<file path="src/rtl/pc_fetch_ctrl_pkg.sv">
// Shared widths, chip-enable levels and state encodings for the instruction fetch controller.
// Also holds the small helpers that word-align redirect targets.
package pc_fetch_ctrl_pkg;

    localparam int INST_ADDR_W = 32;
    localparam int INST_W      = 32;

    typedef logic [INST_ADDR_W-1:0] inst_addr_t;
    typedef logic [INST_W-1:0]      inst_t;

    localparam logic  CHIP_ENABLE  = 1'b1;
    localparam logic  CHIP_DISABLE = 1'b0;
    localparam inst_t ZERO_DWORD   = '0;

    localparam logic [1:0] ST_IDLE  = 2'b00;
    localparam logic [1:0] ST_FETCH = 2'b01;
    localparam logic [1:0] ST_HOLD  = 2'b10;

    function automatic inst_addr_t word_align(input inst_addr_t addr);
        return {addr[INST_ADDR_W-1:2], 2'b00};
    endfunction

    function automatic logic is_misaligned(input inst_addr_t addr);
        return |addr[1:0];
    endfunction

endpackage

</file>
<file path="src/rtl/pc_fetch_ctrl.sv">
// Instruction fetch controller: owns the PC, drives the instruction ROM and registers the IF/ID stage.
// Handles stall holds, delayed branches (with a one-entry pending target) and exception flushes.
module pc_fetch_ctrl
    import pc_fetch_ctrl_pkg::*;
#(
    parameter inst_addr_t RESET_PC = 32'h0000_0000
) (
    input  logic       clk,
    input  logic       rst_n,
    input  logic       stall,
    input  logic       flush,
    input  inst_addr_t new_pc,
    input  logic       branch_flag,
    input  inst_addr_t branch_target,
    output logic       rom_ce,
    output inst_addr_t rom_addr,
    input  inst_t      rom_inst,
    output inst_addr_t if_pc,
    output inst_t      if_inst,
    output logic       if_valid,
    output logic       addr_err
);

    logic [1:0] state;
    inst_addr_t pc;
    logic       pend_valid;
    inst_addr_t pend_target;
    logic       redir_valid;
    inst_addr_t redir_target;

    assign rom_addr = pc;
    assign rom_ce   = (state == ST_IDLE) ? CHIP_DISABLE : CHIP_ENABLE;

    // A branch parked during a stall outranks a fresh branch_flag in the same cycle.
    // NOTE: every always_comb output gets a default first so no path can infer a latch.
    always_comb begin
        redir_valid  = 1'b0;
        redir_target = branch_target;
        if (pend_valid) begin
            redir_valid  = 1'b1;
            redir_target = pend_target;
        end else if (branch_flag) begin
            redir_valid  = 1'b1;
        end
    end

    // NOTE: sequential state uses non-blocking assignments only, so every register samples pre-edge values.
    always_ff @(posedge clk or negedge rst_n) begin
        if (!rst_n) begin
            state       <= ST_IDLE;
            pc          <= RESET_PC;
            pend_valid  <= 1'b0;
            pend_target <= '0;
            if_pc       <= '0;
            if_inst     <= ZERO_DWORD;
            if_valid    <= 1'b0;
            addr_err    <= 1'b0;
        end else begin
            addr_err <= 1'b0;
            if (flush) begin
                state      <= ST_FETCH;
                pc         <= word_align(new_pc);
                addr_err   <= is_misaligned(new_pc);
                if_valid   <= 1'b0;
                if_inst    <= ZERO_DWORD;
                pend_valid <= 1'b0;
            end else if (state == ST_IDLE) begin
                state <= ST_FETCH;
                if (stall && branch_flag) begin
                    pend_valid  <= 1'b1;
                    pend_target <= branch_target;
                end
            end else if (stall) begin
                // PC and IF/ID stay frozen; a branch seen now is parked until the stall clears.
                state <= ST_HOLD;
                if (branch_flag) begin
                    pend_valid  <= 1'b1;
                    pend_target <= branch_target;
                end
            end else begin
                state      <= ST_FETCH;
                if_pc      <= pc;
                if_inst    <= rom_inst;
                if_valid   <= 1'b1;
                pend_valid <= 1'b0;
                if (redir_valid) begin
                    pc       <= word_align(redir_target);
                    addr_err <= is_misaligned(redir_target);
                end else begin
                    pc <= pc + 32'd4;
                end
            end
        end
    end

endmodule

</file>
<file path="config.mk">
export PLATFORM = sky130hd
export DESIGN_NAME = pc_fetch_ctrl
export DESIGN_NICKNAME = d
export VERILOG_FILES = /design/src/rtl/pc_fetch_ctrl_pkg.sv /design/src/rtl/pc_fetch_ctrl.sv
export SDC_FILE = /design/constraint.sdc
export NUM_CORES = 1
export LEC_CHECK = 0
export BUFFER_PORTS_ARGS = -buffer_cell sky130_fd_sc_hd__buf_2
export CAP_MARGIN = 0
export CORE_MARGIN = 5
export CORE_UTILIZATION = 41
export DETAILED_ROUTE_END_ITERATION = 8
export MAX_ROUTING_LAYER = met4
export PLACE_DENSITY = 0.76
export RECOVER_POWER = 25
export SLEW_MARGIN = 10
export SYNTH_ARGS = -nofsm -noshare
export SYNTH_HDL_FRONTEND = slang
export SYNTH_SLANG_ARGS = --single-unit
</file>
<file path="constraint.sdc">
create_clock -name clk -period 2.54 [get_ports clk]
set_input_delay 0.127 -clock clk [delete_from_list [all_inputs] [get_ports clk]]
set_output_delay 0.127 -clock clk [all_outputs]
set_load 0.01 [all_outputs]
</file>
Word-level counts from Yosys, hierarchy flattened
Cells that the tools add are included.
Storage, ports and cells
  output and inout bits: 99
  bits in registers: 133
  logic and storage cells: 57
  input bits: 101
Operators by class
  equality and inequality tests: 5
  reductions and logical operators: 10
  multiplexer cells: 30
  $add $sub $neg: 1
  bitwise operators: 3
Operators by type and width (count)
  $mux W32: 12
  $add A32 B3 Y32 const B: 1
  $mux W1: 15
  $mux W2: 3
  $ne A2 B1 Y1 const B: 2
  $ne A4 B1 Y1 const B: 1
  $reduce_and A2 Y1: 2
  $reduce_and A4 Y1: 1
  $reduce_bool A2 Y1: 2
  $reduce_or A2 Y1: 2
  $ne A3 B2 Y1 const B: 1
  $not A1 Y1: 3
  $reduce_and A3 Y1: 1
  $logic_not A2 Y1: 1
  $ne A2 B2 Y1 const B: 1
  $logic_and A1 B1 Y1: 1

Longest topological paths before layout
  word-level depth: 6
  depth in mapped cells: 7
  mapped depth without buffers: 6

Worst setup path before layout
Ideal clock, no wire load.
  path kind: register -> register
  start point: register pc[2], in the netlist rom_addr[2]
  end point: register pc[26], in the netlist rom_addr[26]
  required time: 2403 ps
  clock period less this slack: 1971 ps
  arrival: 1834 ps
  path slack: 569 ps
  stages on the path, launching flop included: 7
  setup time: 137 ps
  path buffers: 0
  path through: dfrtp_1 -> ha_1 -> nand4_2 -> nor3_2 -> nand2_1 -> o311ai_0 -> nand3_1
On the way
  longest elaborated chain between the ends: 5
Ends and longest elaborated chain
  start, declared: RTL line pc_fetch_ctrl.sv:25  | inst_addr_t pc;
  start signal, assigned: RTL line pc_fetch_ctrl.sv:62  | pc <= word_align(new_pc);
  start signal, assigned: RTL line pc_fetch_ctrl.sv:87  | pc <= word_align(redir_target);
  start signal, assigned: RTL line pc_fetch_ctrl.sv:90  | pc <= pc + 32'd4;
  $add A32 B3 Y32: RTL line pc_fetch_ctrl.sv:90
  $mux W32: RTL line pc_fetch_ctrl.sv:86  | if (redir_valid) begin
  $mux W32: RTL line pc_fetch_ctrl.sv:73  | end else if (stall) begin
  $mux W32: RTL line pc_fetch_ctrl.sv:67  | end else if (state == ST_IDLE) begin
  $mux W32: RTL line pc_fetch_ctrl.sv:60  | if (flush) begin
Every way passes these cells. The select of a mux whose other input is x is not followed.
A chain may end at the register's enable or synchronous reset.

Worst setup path in the final report
Same ends and word-level chain as after synthesis.

==> run metrics <==
Synth top area share=51.80%; DRC=0; TritonCTS clock tree=yes; Setup WS post-layout=461.5 ps; dpl ws=503.8 ps; Die Ht=133.3 µm; post-DR wirelength/cell=17.84 µm; TritonCTS Buffers=17; family with the most delay on the worst path=simple AND/OR/NAND/NOR gates; Worst path slowest cell=dfrtp_1; PostCTS Resize Cnt=0; Worst Path Buf+Inv=1; list of most frequent post-synthesis cells=nand2_1 (178), dfrtp_1 (129), a21oi_1 (55), o21ai_0 (37), clkbuf_1 (36); die area=0.01777 mm²; Unique masters post-synth=59; Tcrit/Tclk final=81.83%; gr usage total=24.43%; post-synthesis sequential area ratio=51.80%; Mapped Area=0.006232 mm²; layout cells sized above 1=30.25%; Critical Path AT=2360 ps; WHS=54.88 ps; power per cell area=697.8 mW/mm²; Buffers on Ports=195; run status=completed; Final nets=1061; antenna viol nets, final=0; relative slew slack=19.03%; Area contributors post-synth=dfrtp_1 (52%), nand2_1 (11%), mux2_2 (6.0%); RSZ-0062 raised after global routing=no; first-pass GRT wire length=33610 µm; Crit path largest cell delay=460 ps; Final GP Congestion=0.9144; cell taking the most area after synthesis=dfrtp_1; P_leak=4.309 nW; row count=45; number of global-route vias before repair=6346; Fin. Hold Viols=0; minimum clock period=2078 ps; CP Capture Type=flip-flop; Synth Flop Type=dfrtp_1; Area Growth Syn to Fin=44.37%; Hold-fix buffers, CTS=94; Synth Instances=675; Clock Sinks=129; Worst Path Max Fanout=9; chip width=133.3 µm; worst clock skew=7.396 ps; Critical Path RT=2820 ps; Synth Area per Inst=9.233 µm²; CP Cell Sequence=ha_1 > nand4_2 > nor3_2 > buf_4 > nand2_1 > o311ai_0 > nand3_1; worst-margin pin slew=1215 ps; Starting DRT DRC Count=425; Reg clk slew, reported paths=50 ps; critical path startpoint category=flip-flop; EDFF count, synth=0; drt first pass iters=5; HPWL Detailed=13650 µm; max frequency=481.1 MHz; core area=0.01503 mm²; maximum VDD drop=0.4926 mV; #FFs+latches synth=129; # setup viols final=0; clk root buf=clkbuf_16; Ports=200; via count=6249; Ys Warns=0; starting density of the core=41.46%; grt total ovfl=0; largest net degree at the start of global routing=89; setup TNS=0 ps; Max H-tree Level=4; Clock Latency Late Sink=410 ps; Post-CTS Repair Setup Buffers=0; clk buf depth=2; via/cell ratio=5.382; most common cell in the netlist=nand2_1; MaxCap Viol Count=0; Setup CP Type=flip-flop to flip-flop; initial antenna violation count=0; Routed WL=20720 µm; asr flop ratio synth=100.0%; worst min-delay path category=input port to flip-flop; Pins Over Slew Limit=0
## layer usage
layer  vias to the layer above  global-route usage (%)  routed length, µm
li1                       2936                       -                  -
met5                         -                       -                  0
met2                       282                   37.78               9914
met4                         0                   9.771                535
met3                        43                   5.438               1448
met1                      2988                   31.37               8820
## area by class of cell
| class | count | area (µm²) |
|---|---|---|
| fill | 1245 | 6036 |
| antenna | 1 | 2.502 |
| clock buffer | 29 | 550.5 |
| tap | 188 | 235.2 |
| sequential | 129 | 3228 |
| clock inverter | 3 | 65.06 |
| inverter | 8 | 30.03 |
| multi-input combinational | 491 | 2795 |
| timing repair buffer | 312 | 2091 |
## through the flow
step                      power, mW  util, %  instances  cell area [µm²]
after floorplan               3.156        -        678             6243
after global placement        3.646    49.51       1034             7443
after detailed placement      3.675    49.51       1034             7443
after CTS                     6.302    59.87       1160             9000
after global routing          6.588    59.83       1160             8995
final                         6.279    59.85       1161             8997
## power by group
part           switching [mW]  total [mW]  internal, mW
Combinational           0.643        1.20         0.558
Sequential              0.244        2.58          2.34
Clock                   0.844        2.50          1.65
## tightest hold or removal path, cell delays in order
cell	delay [ps]
buf_2	90
nand2_1	60
o31a_1	90
o31ai_1	60
## sequential cells by signal, indices dropped and copies added (netlist names)
| signal | count |
|---|---|
| rom_addr | 30 |
| pend_valid | 1 |
| pend_target | 32 |
| if_pc | 30 |
| addr_err | 1 |
| state | 2 |
| if_valid | 1 |
| if_inst | 32 |
## cells in the final DEF, fill, tap and decap left out, drive strengths merged, types with 3 or more instances in the layout
| master | netlist | layout |
|---|---|---|
| a21oi | 55 | 55 |
| mux2i | 6 | 6 |
| o2111ai | 3 | 3 |
| o311ai | 3 | 3 |
| nand3 | 20 | 20 |
| nand2 | 179 | 179 |
| nand4 | 8 | 8 |
| o21ai | 37 | 37 |
| conb | 1 | 4 |
| o22ai | 5 | 5 |
| nor4 | 5 | 5 |
| mux2 | 33 | 33 |
| o211ai | 3 | 3 |
| nor2 | 33 | 33 |
| nor3 | 14 | 14 |
| buf | 14 | 216 |
| xor2 | 8 | 8 |
| dfrtp | 129 | 129 |
| dlygate4sd3 | 0 | 94 |
| a22oi | 5 | 5 |
| a221o | 6 | 6 |
| a221oi | 14 | 14 |
| or2 | 5 | 5 |
| and2 | 3 | 3 |
| and3 | 5 | 5 |
| clkbuf | 36 | 31 |
| inv | 7 | 7 |
| or3 | 3 | 3 |
| o31ai | 4 | 4 |
## logic make-up after synthesis
logic type / synth area share (%)
and+or+nand+nor: 19.88
AOI/OAI and AO/OA: 16.08
DFF: 51.80
buffers and inverters: 3.794
muxes: 6.926
xor gates and xnor gates: 1.265
adders and majority gates: 0.2007
other: 0.06017
## final timing paths
check                       startpoint               to  slack [ps]  cells after the start
max                        rom_addr[2]     rom_addr[26]         460                      7
min                         new_pc[14]     rom_addr[14]          50                      4
max reg2reg                rom_addr[2]     rom_addr[26]         460                      7
min reg2reg                  if_pc[26]        if_pc[26]         470                      2
max in group asynchronous        rst_n  pend_target[14]        1010                      3
min in group asynchronous        rst_n   pend_target[0]         540                      2
(Power assumes the default switching activity.)
